`config.mk`:
```
export PLATFORM = sky130hd
export DESIGN_NAME = apb_bus_arbiter
export DESIGN_NICKNAME = d
export VERILOG_FILES = /design/src/rtl/apb_bus_arbiter.sv
export SDC_FILE = /design/constraint.sdc
export NUM_CORES = 1
export LEC_CHECK = 0
export CAP_MARGIN = 10
export CELL_PAD_IN_SITES_DETAIL_PLACEMENT = 1
export CELL_PAD_IN_SITES_GLOBAL_PLACEMENT = 2
export CORE_MARGIN = 3
export CORE_UTILIZATION = 23
export DETAILED_ROUTE_END_ITERATION = 8
export PLACE_DENSITY_LB_ADDON = 0.15
export SLEW_MARGIN = 20
export SYNTH_ARGS = -nofsm -noshare
export SYNTH_HDL_FRONTEND = slang
export SYNTH_SLANG_ARGS = --single-unit
```
`constraint.sdc`:
```
create_clock -name PCLK -period 2.35 [get_ports PCLK]
set_clock_uncertainty 0.2 [all_clocks]
set_input_delay 0.3525 -clock PCLK [delete_from_list [all_inputs] [get_ports PCLK]]
set_output_delay 0.3525 -clock PCLK [all_outputs]
set_load 0.02 [all_outputs]
```
`src/rtl/apb_bus_arbiter.sv`:
```
`default_nettype none
// =============================================================================
// apb_bus_arbiter : shares one APB master between two requesters, with timeout
//                   recovery and DRAIN of late responses.
// Revision: 1.0
// =============================================================================
module apb_bus_arbiter #(
  parameter int unsigned TIMEOUT_CYCLES = 256,
  parameter logic [31:0] ERR_DATA       = 32'hDEAD_BEEF,
  parameter bit          FIXED_PRIO     = 1'b0
) (
  input  logic        PCLK,
  input  logic        PRESET,
  input  logic        m0_transfer,
  input  logic        m0_write,
  input  logic [31:0] m0_addr,
  input  logic [31:0] m0_wdata,
  output logic [31:0] m0_rdata,
  output logic        m0_ready,
  input  logic        m1_transfer,
  input  logic        m1_write,
  input  logic [31:0] m1_addr,
  input  logic [31:0] m1_wdata,
  output logic [31:0] m1_rdata,
  output logic        m1_ready,
  output logic        transfer,
  output logic        write,
  output logic [31:0] addr,
  output logic [31:0] wdata,
  input  logic [31:0] rdata,
  input  logic        ready,
  output logic        grant,
  output logic        busy,
  output logic        timeout_err,
  input  logic        err_clr
);

  localparam int unsigned   c_CNT_W   = $clog2(TIMEOUT_CYCLES);
  localparam logic [c_CNT_W-1:0] c_CNT_MAX = c_CNT_W'(TIMEOUT_CYCLES - 1);

  typedef enum logic [2:0] {
    S_IDLE  = 3'd0,
    S_ISSUE = 3'd1,
    S_WAIT  = 3'd2,
    S_RESP  = 3'd3,
    S_DRAIN = 3'd4
  } state_t;

  state_t             r_state;
  state_t             w_next_state;
  logic [c_CNT_W-1:0] r_cnt;
  logic               r_last;
  logic               r_grant;
  logic               r_timed_out;
  logic               r_timeout_err;
  logic               r_write;
  logic [31:0]        r_addr;
  logic [31:0]        r_wdata;
  logic [31:0]        r_m0_rdata;
  logic [31:0]        r_m1_rdata;

  logic               w_any_req;
  logic               w_win;
  logic               w_ready_hit;
  logic               w_timeout;

  always_ff @(posedge PCLK) begin
    if (!PRESET) r_state <= S_IDLE;
    else         r_state <= w_next_state;
  end

  always_comb begin
    w_next_state = r_state;
    w_any_req    = m0_transfer | m1_transfer;
    w_ready_hit  = 1'b0;
    w_timeout    = 1'b0;
    // Tie goes to the requester not served last unless fixed priority is selected.
    if (m0_transfer && m1_transfer) w_win = FIXED_PRIO ? 1'b0 : ~r_last;
    else                            w_win = m1_transfer;

    case (r_state)
      S_IDLE:  if (w_any_req) w_next_state = S_ISSUE;
      S_ISSUE: w_next_state = S_WAIT;
      S_WAIT: begin
        if (ready) begin
          w_ready_hit  = 1'b1;
          w_next_state = S_RESP;
        end else if (r_cnt == c_CNT_MAX) begin
          w_timeout    = 1'b1;
          w_next_state = S_RESP;
        end
      end
      S_RESP:  w_next_state = r_timed_out ? S_DRAIN : S_IDLE;
      S_DRAIN: if (ready) w_next_state = S_IDLE;
      default: w_next_state = S_IDLE;
    endcase
  end

  always_ff @(posedge PCLK) begin
    if (!PRESET) begin
      r_cnt       <= '0;
      r_last      <= 1'b1;
      r_grant     <= 1'b0;
      r_timed_out <= 1'b0;
      r_write     <= 1'b0;
      r_addr      <= '0;
      r_wdata     <= '0;
      r_m0_rdata  <= '0;
      r_m1_rdata  <= '0;
    end else begin
      case (r_state)
        S_IDLE: begin
          if (w_any_req) begin
            r_grant <= w_win;
            r_cnt   <= '0;
            r_write <= w_win ? m1_write : m0_write;
            r_addr  <= w_win ? m1_addr  : m0_addr;
            r_wdata <= w_win ? m1_wdata : m0_wdata;
          end
        end
        S_WAIT: begin
          r_cnt <= r_cnt + c_CNT_W'(1);
          if (w_ready_hit || w_timeout) begin
            if (r_grant) r_m1_rdata <= w_ready_hit ? rdata : ERR_DATA;
            else         r_m0_rdata <= w_ready_hit ? rdata : ERR_DATA;
          end
          if (w_timeout) r_timed_out <= 1'b1;
        end
        S_RESP:  r_last <= r_grant;
        // The late response of a timed-out transfer is consumed here and dropped.
        S_DRAIN: if (ready) r_timed_out <= 1'b0;
        default: ;
      endcase
    end
  end

  always_ff @(posedge PCLK) begin
    if (!PRESET)        r_timeout_err <= 1'b0;
    else if (w_timeout) r_timeout_err <= 1'b1;
    else if (err_clr)   r_timeout_err <= 1'b0;
  end

  assign transfer    = (r_state == S_ISSUE);
  assign busy        = (r_state != S_IDLE);
  assign m0_ready    = (r_state == S_RESP) && !r_grant;
  assign m1_ready    = (r_state == S_RESP) &&  r_grant;
  assign m0_rdata    = r_m0_rdata;
  assign m1_rdata    = r_m1_rdata;
  assign write       = r_write;
  assign addr        = r_addr;
  assign wdata       = r_wdata;
  assign grant       = r_grant;
  assign timeout_err = r_timeout_err;

endmodule
`default_nettype wire

```
# Yosys cells after proc, flatten, opt, wreduce, memory -nomap -nowiden
# Cells that the tools add are included.
# op_classes
n_addsub	1
n_eq_ne	9
muxes	23
bitwise_logic	3
n_reduce_logical	16
# op_table
cell	count
32-bit 2-to-1 mux	3
8-bit case mux with 2 select lines	1
3-bit 2-to-1 mux	5
3-bit case mux with 5 select lines	1
3-bit AND reduction	4
1-bit 2-to-1 mux	11
8-bit by 1-bit adder with 8-bit output, second input constant	1
8-bit == test, second input constant	1
8-bit 2-to-1 mux	1
3-bit by 2-bit == test with 1-bit output, second input constant	2
2-bit != test, second input constant	3
2-bit nonzero test	3
2-bit AND reduction	2
3-bit by 1-bit == test with 1-bit output, second input constant	1
3-bit == test, second input constant	1
1-bit logical AND	3
3-bit zero test	1
3-bit != test, second input constant	1
3-bit nonzero test	1
1-bit inverter	2
1-bit case mux with 2 select lines	1
1-bit zero test	1
1-bit logical OR	1
1-bit OR	1
# word_totals
regBits	144
in_bits	168

# Depth between registers and ports, before layout
# logic_depth
ltp_word	6
depth_mapped	6
depth_no_buf	4

# Worst setup path after synthesis
# No wires, ideal clock.
# synth_timing
kind	register to register
from	register r_cnt[0]
to	register r_m0_rdata[14], in the netlist m0_rdata[14]
t_arrival_ns	1.541
required_ns	2.091
slack_ns	0.550
path_stages_with_launch	7
n_path_buf	2
path_cell_list	dfxtp_1 > ha_1 > nand3_1 > o21a_1 > clkbuf_1 > clkbuf_1 > o221a_2
# synth_via
elab_chain_len	6
# synth_lines
element	line	text
start: declaration	51	logic [c_CNT_W-1:0] r_cnt;
start signal: assignment	122	r_cnt <= r_cnt + c_CNT_W'(1);
8-bit == test	88	end else if (r_cnt == c_CNT_MAX) begin
1-bit 2-to-1 mux	88	
1-bit 2-to-1 mux	85	if (ready) begin
1-bit 2-to-1 mux	81	case (r_state)
1-bit logical OR	123	if (w_ready_hit || w_timeout) begin
3-bit AND reduction (no line)	n/a	
end signal: assignment	125	else r_m0_rdata <= w_ready_hit ? rdata : ERR_DATA;
end: declaration	59	logic [31:0] r_m0_rdata;
# Every way passes these cells.
# A chain may end at the register's enable or synchronous reset.

# Final worst setup path
# layout_timing
from	register r_state[2]
to	output m0_ready
# layout_via
elab_chain_len	2
# layout_lines
element	line	text
start: declaration	49	state_t r_state;
start signal: assignment	69	else r_state <= w_next_state;
3-bit by 2-bit == test with 1-bit output	145	assign m0_ready = (r_state == S_RESP) && !r_grant;
1-bit logical AND	145	
end: declaration	19	output logic m0_ready,
# Every way passes these cells.

==> results.sh <==
export IMPL_die_area_sq_mm=0.0308
export IMPL_yosys_top_cells_area="dfxtp_1, nand2_1, a311oi_1, mux2i_1, a211oi_1"
export IMPL_core_sq_mm=0.0280
export IMPL_cts_tree="yes"
export IMPL_wirelength_um=26600
export IMPL_pin_count=303
export IMPL_drcViolationCount=0
export IMPL_endpoint_kind="primary output"
export IMPL_port_buffers=302
export IMPL_hp_class="reg -> reg"
export IMPL_pwr_share_clk_pct=35.3
export IMPL_die_h_um=175
export IMPL_arrival_ns=1.66
export IMPL_wl_per_cell_um=18.4
export IMPL_ys_seq_area_share_pct=43.7
export IMPL_fp_dieW_um=175
export IMPL_via_per_inst=4.70
export IMPL_crit_type="reg -> out"
export IMPL_ys_warn_count=0
export IMPL_areaGrowthSynthToFinish_pct=62.5
export IMPL_synth_seq_cells=144
export IMPL_synthMuxAreaShare_pct=7.28
export IMPL_cts_sinks=144
export IMPL_p_comb_share_pct=27.0
export IMPL_finalHoldViolCount=0
export IMPL_clk_pin_slew_worst_paths_ns=0.06
export IMPL_synth_xor_area_share_pct=0.133
export IMPL_ys_async_sr_fraction_pct=0
export IMPL_start_util_pct=23.6
export IMPL_first_pass_iters=5
export IMPL_clock_fmax_mhz=452
export IMPL_synth_nets=944
export IMPL_synth_simple_area_share_pct=16.2
export IMPL_synth_main_ff_cell="dfxtp_1"
export IMPL_mostFrequentLayoutCells="clkdlybuf4s50_1, nand2_1, dfxtp_1, a21oi_1, a311oi_1"
export IMPL_grtUsageTotal_pct=16.8
export IMPL_rows=61
export IMPL_antenna_cells=0
export IMPL_design_area_sq_mm=0.0107
export IMPL_switchingPower_mw=2.32
export IMPL_fin_setup_tns_ns=0
export IMPL_fin_util_pct=38.3
export IMPL_cts_buffers=17
export IMPL_drv_slew=0
export IMPL_setup_viol=0
export IMPL_synth_enable_flop_cells=0
export IMPL_netSwitchingFraction_pct=31.3
export IMPL_p_int_mw=5.09
export IMPL_htree_levels=4
export IMPL_final_common_cell="clkdlybuf4s50_1"
export IMPL_first_iter_violations=221
export IMPL_nets=1223
export IMPL_worstPathMaxFanout=9
export IMPL_p_leak_nw=3.61
export IMPL_status="completed"
export IMPL_clock_latency_ns=0.42
export IMPL_peakVddDrop_v=0.000382
export IMPL_antenna_found_initial=0
export IMPL_drtAntennaViolNets=0
export IMPL_slew_headroom_pct=44.8
export IMPL_ctsLongestPathBuffers=2
export IMPL_worstMarginPinSlew_ns=0.829
export IMPL_crit_path_start_kind="register"
export IMPL_required_ns=1.80
export IMPL_cts_hold_buffers=0
export IMPL_grt_pass1_vias=6967
export IMPL_grt_overflow_total=0
export IMPL_place_gp_congestion=0.731
export IMPL_cts_root_buf="clkbuf_16"
export IMPL_seqPwrFrac_pct=37.7
export IMPL_post_route_min_period_ns=2.21
export IMPL_fin_crit_sh_pct=94.2
export IMPL_dp_hpwl_um=18700
export IMPL_fill_cells=3258
export IMPL_drive_gt1_share_pct=8.45
export IMPL_syn_inst=775
export IMPL_p_per_area_mw_per_mm2=691
export IMPL_yosysUniqueCellTypes=43
export IMPL_drv_cap=0
export IMPL_synth_top_family_by_area="compound AO/OA/AOI/OAI gates"
export IMPL_syn_avg_cell_area_sq_um=8.52
export IMPL_synth_compound_gate_area_share_pct=24.6
export IMPL_grt_pass1_wl_um=40800
export IMPL_synth_largest_area_cell="dfxtp_1"
export IMPL_netlist_area_sq_mm=0.00660
export IMPL_rsz0062_at_grt="no"
export IMPL_synth_adder_area_share_pct=0.190
export IMPL_vias=6775
export IMPL_grt_max_degree=67
export IMPL_synth_top_area_share_pct=43.7
export IMPL_post_dp_cell_area_sq_mm=0.0102
## flip-flops by register name (all words and copies together) (netlist names), 3 cells and up
signal	flops
r_state	3
m1_rdata	32
wdata	32
m0_rdata	32
addr	32
r_cnt	8
## power by group through the flow
stage	Clock (mW)	Combinational (mW)	Sequential (mW)
floorplan	0	0.751	3.07
detailed placement	0	2.04	2.84
global route	2.82	2.17	2.82
finish	2.62	2.00	2.79
CTS	2.73	2.04	2.79
global placement	0	2.04	2.84
## worst paths after layout
| path | from | end | slack [ns] | depth (start not counted) |
|---|---|---|---|---|
| hold reg to reg | m1_rdata[26]$_SDFFE_PN0P_ | m1_rdata[26]$_SDFFE_PN0P_ | 0.27 | 2 |
| setup / recovery | r_state[2]$_SDFFE_PN0P_ | m0_ready | 0.14 | 3 |
| setup reg to reg | r_state[2]$_SDFFE_PN0P_ | wdata[20]$_SDFFE_PN0P_ | 0.29 | 4 |
| hold / removal | m1_rdata[26]$_SDFFE_PN0P_ | m1_rdata[26]$_SDFFE_PN0P_ | 0.27 | 2 |
## critical path: stages, from the launching register on
cell and delay, ns:
dfxtp_1 0.40, and3b_1 0.30, nor2b_1 0.16, dlygate4sd2_1 0.38
## layer usage
metal,share of wire (%),wire [um],global-route usage [%]
met1,44,11600,20.9
met2,47,12500,27.5
met3,8.3,2210,6.64
met4,1.1,293,3.89
met5,0,0,0
## cell usage after synthesis (2+ instances only)
library cell    n
nand2_1       157
dfxtp_1       144
a21oi_1        68
a311oi_1       66
inv_1          51
a211oi_1       50
mux2i_1        48
clkbuf_1       44
nand2b_1       25
buf_2          21
o221a_2        16
nor3_1         11
nor2b_1        10
nor2_1          7
buf_4           6
nand3_1         6
o21ai_0         6
a31oi_1         4
buf_1           3
o211ai_1        3
o21a_1          3
and2_1          2
or2_2           2
or3_1           2
or4_1           2
## logic make-up after synthesis
kind of cell,Yosys count
adders and majority gates,1
AOI/OAI and AO/OA,222
xor gates and xnor gates,1
buffers and inverters,126
DFF,144
muxes,48
and+or+nand+nor,233
## cell type report
cell class	count	area, sq um	share of cell area (%)
Clock buffer	18	439	4.10
Multi-Input combinational cell	505	3240	30.2
Inverter	52	198	1.84
Tap cell	378	473	4.41
Sequential cell	144	2880	26.9
Clock inverter	12	110	1.03
Timing Repair Buffer	334	3380	31.6
## through the flow
step           hold slack, ns  std cells  setup slack (ns)  power, mW
2_1_floorplan           0.254        775             0.550       3.82
3_3_place_gp            0.257       1413             0.239       4.87
3_5_place_dp            0.265       1413             0.201       4.88
4_1_cts                 0.276       1443             0.105       7.56
5_1_grt                 0.283       1443            0.0225       7.81
6_report                0.270       1443             0.137       7.41
## what timing repair did
action,CTS,global route
setup endpoints to repair,4,0
resized for setup,5,0
setup buffers,0,0
Note: power is estimated with default switching activity, not from simulation.
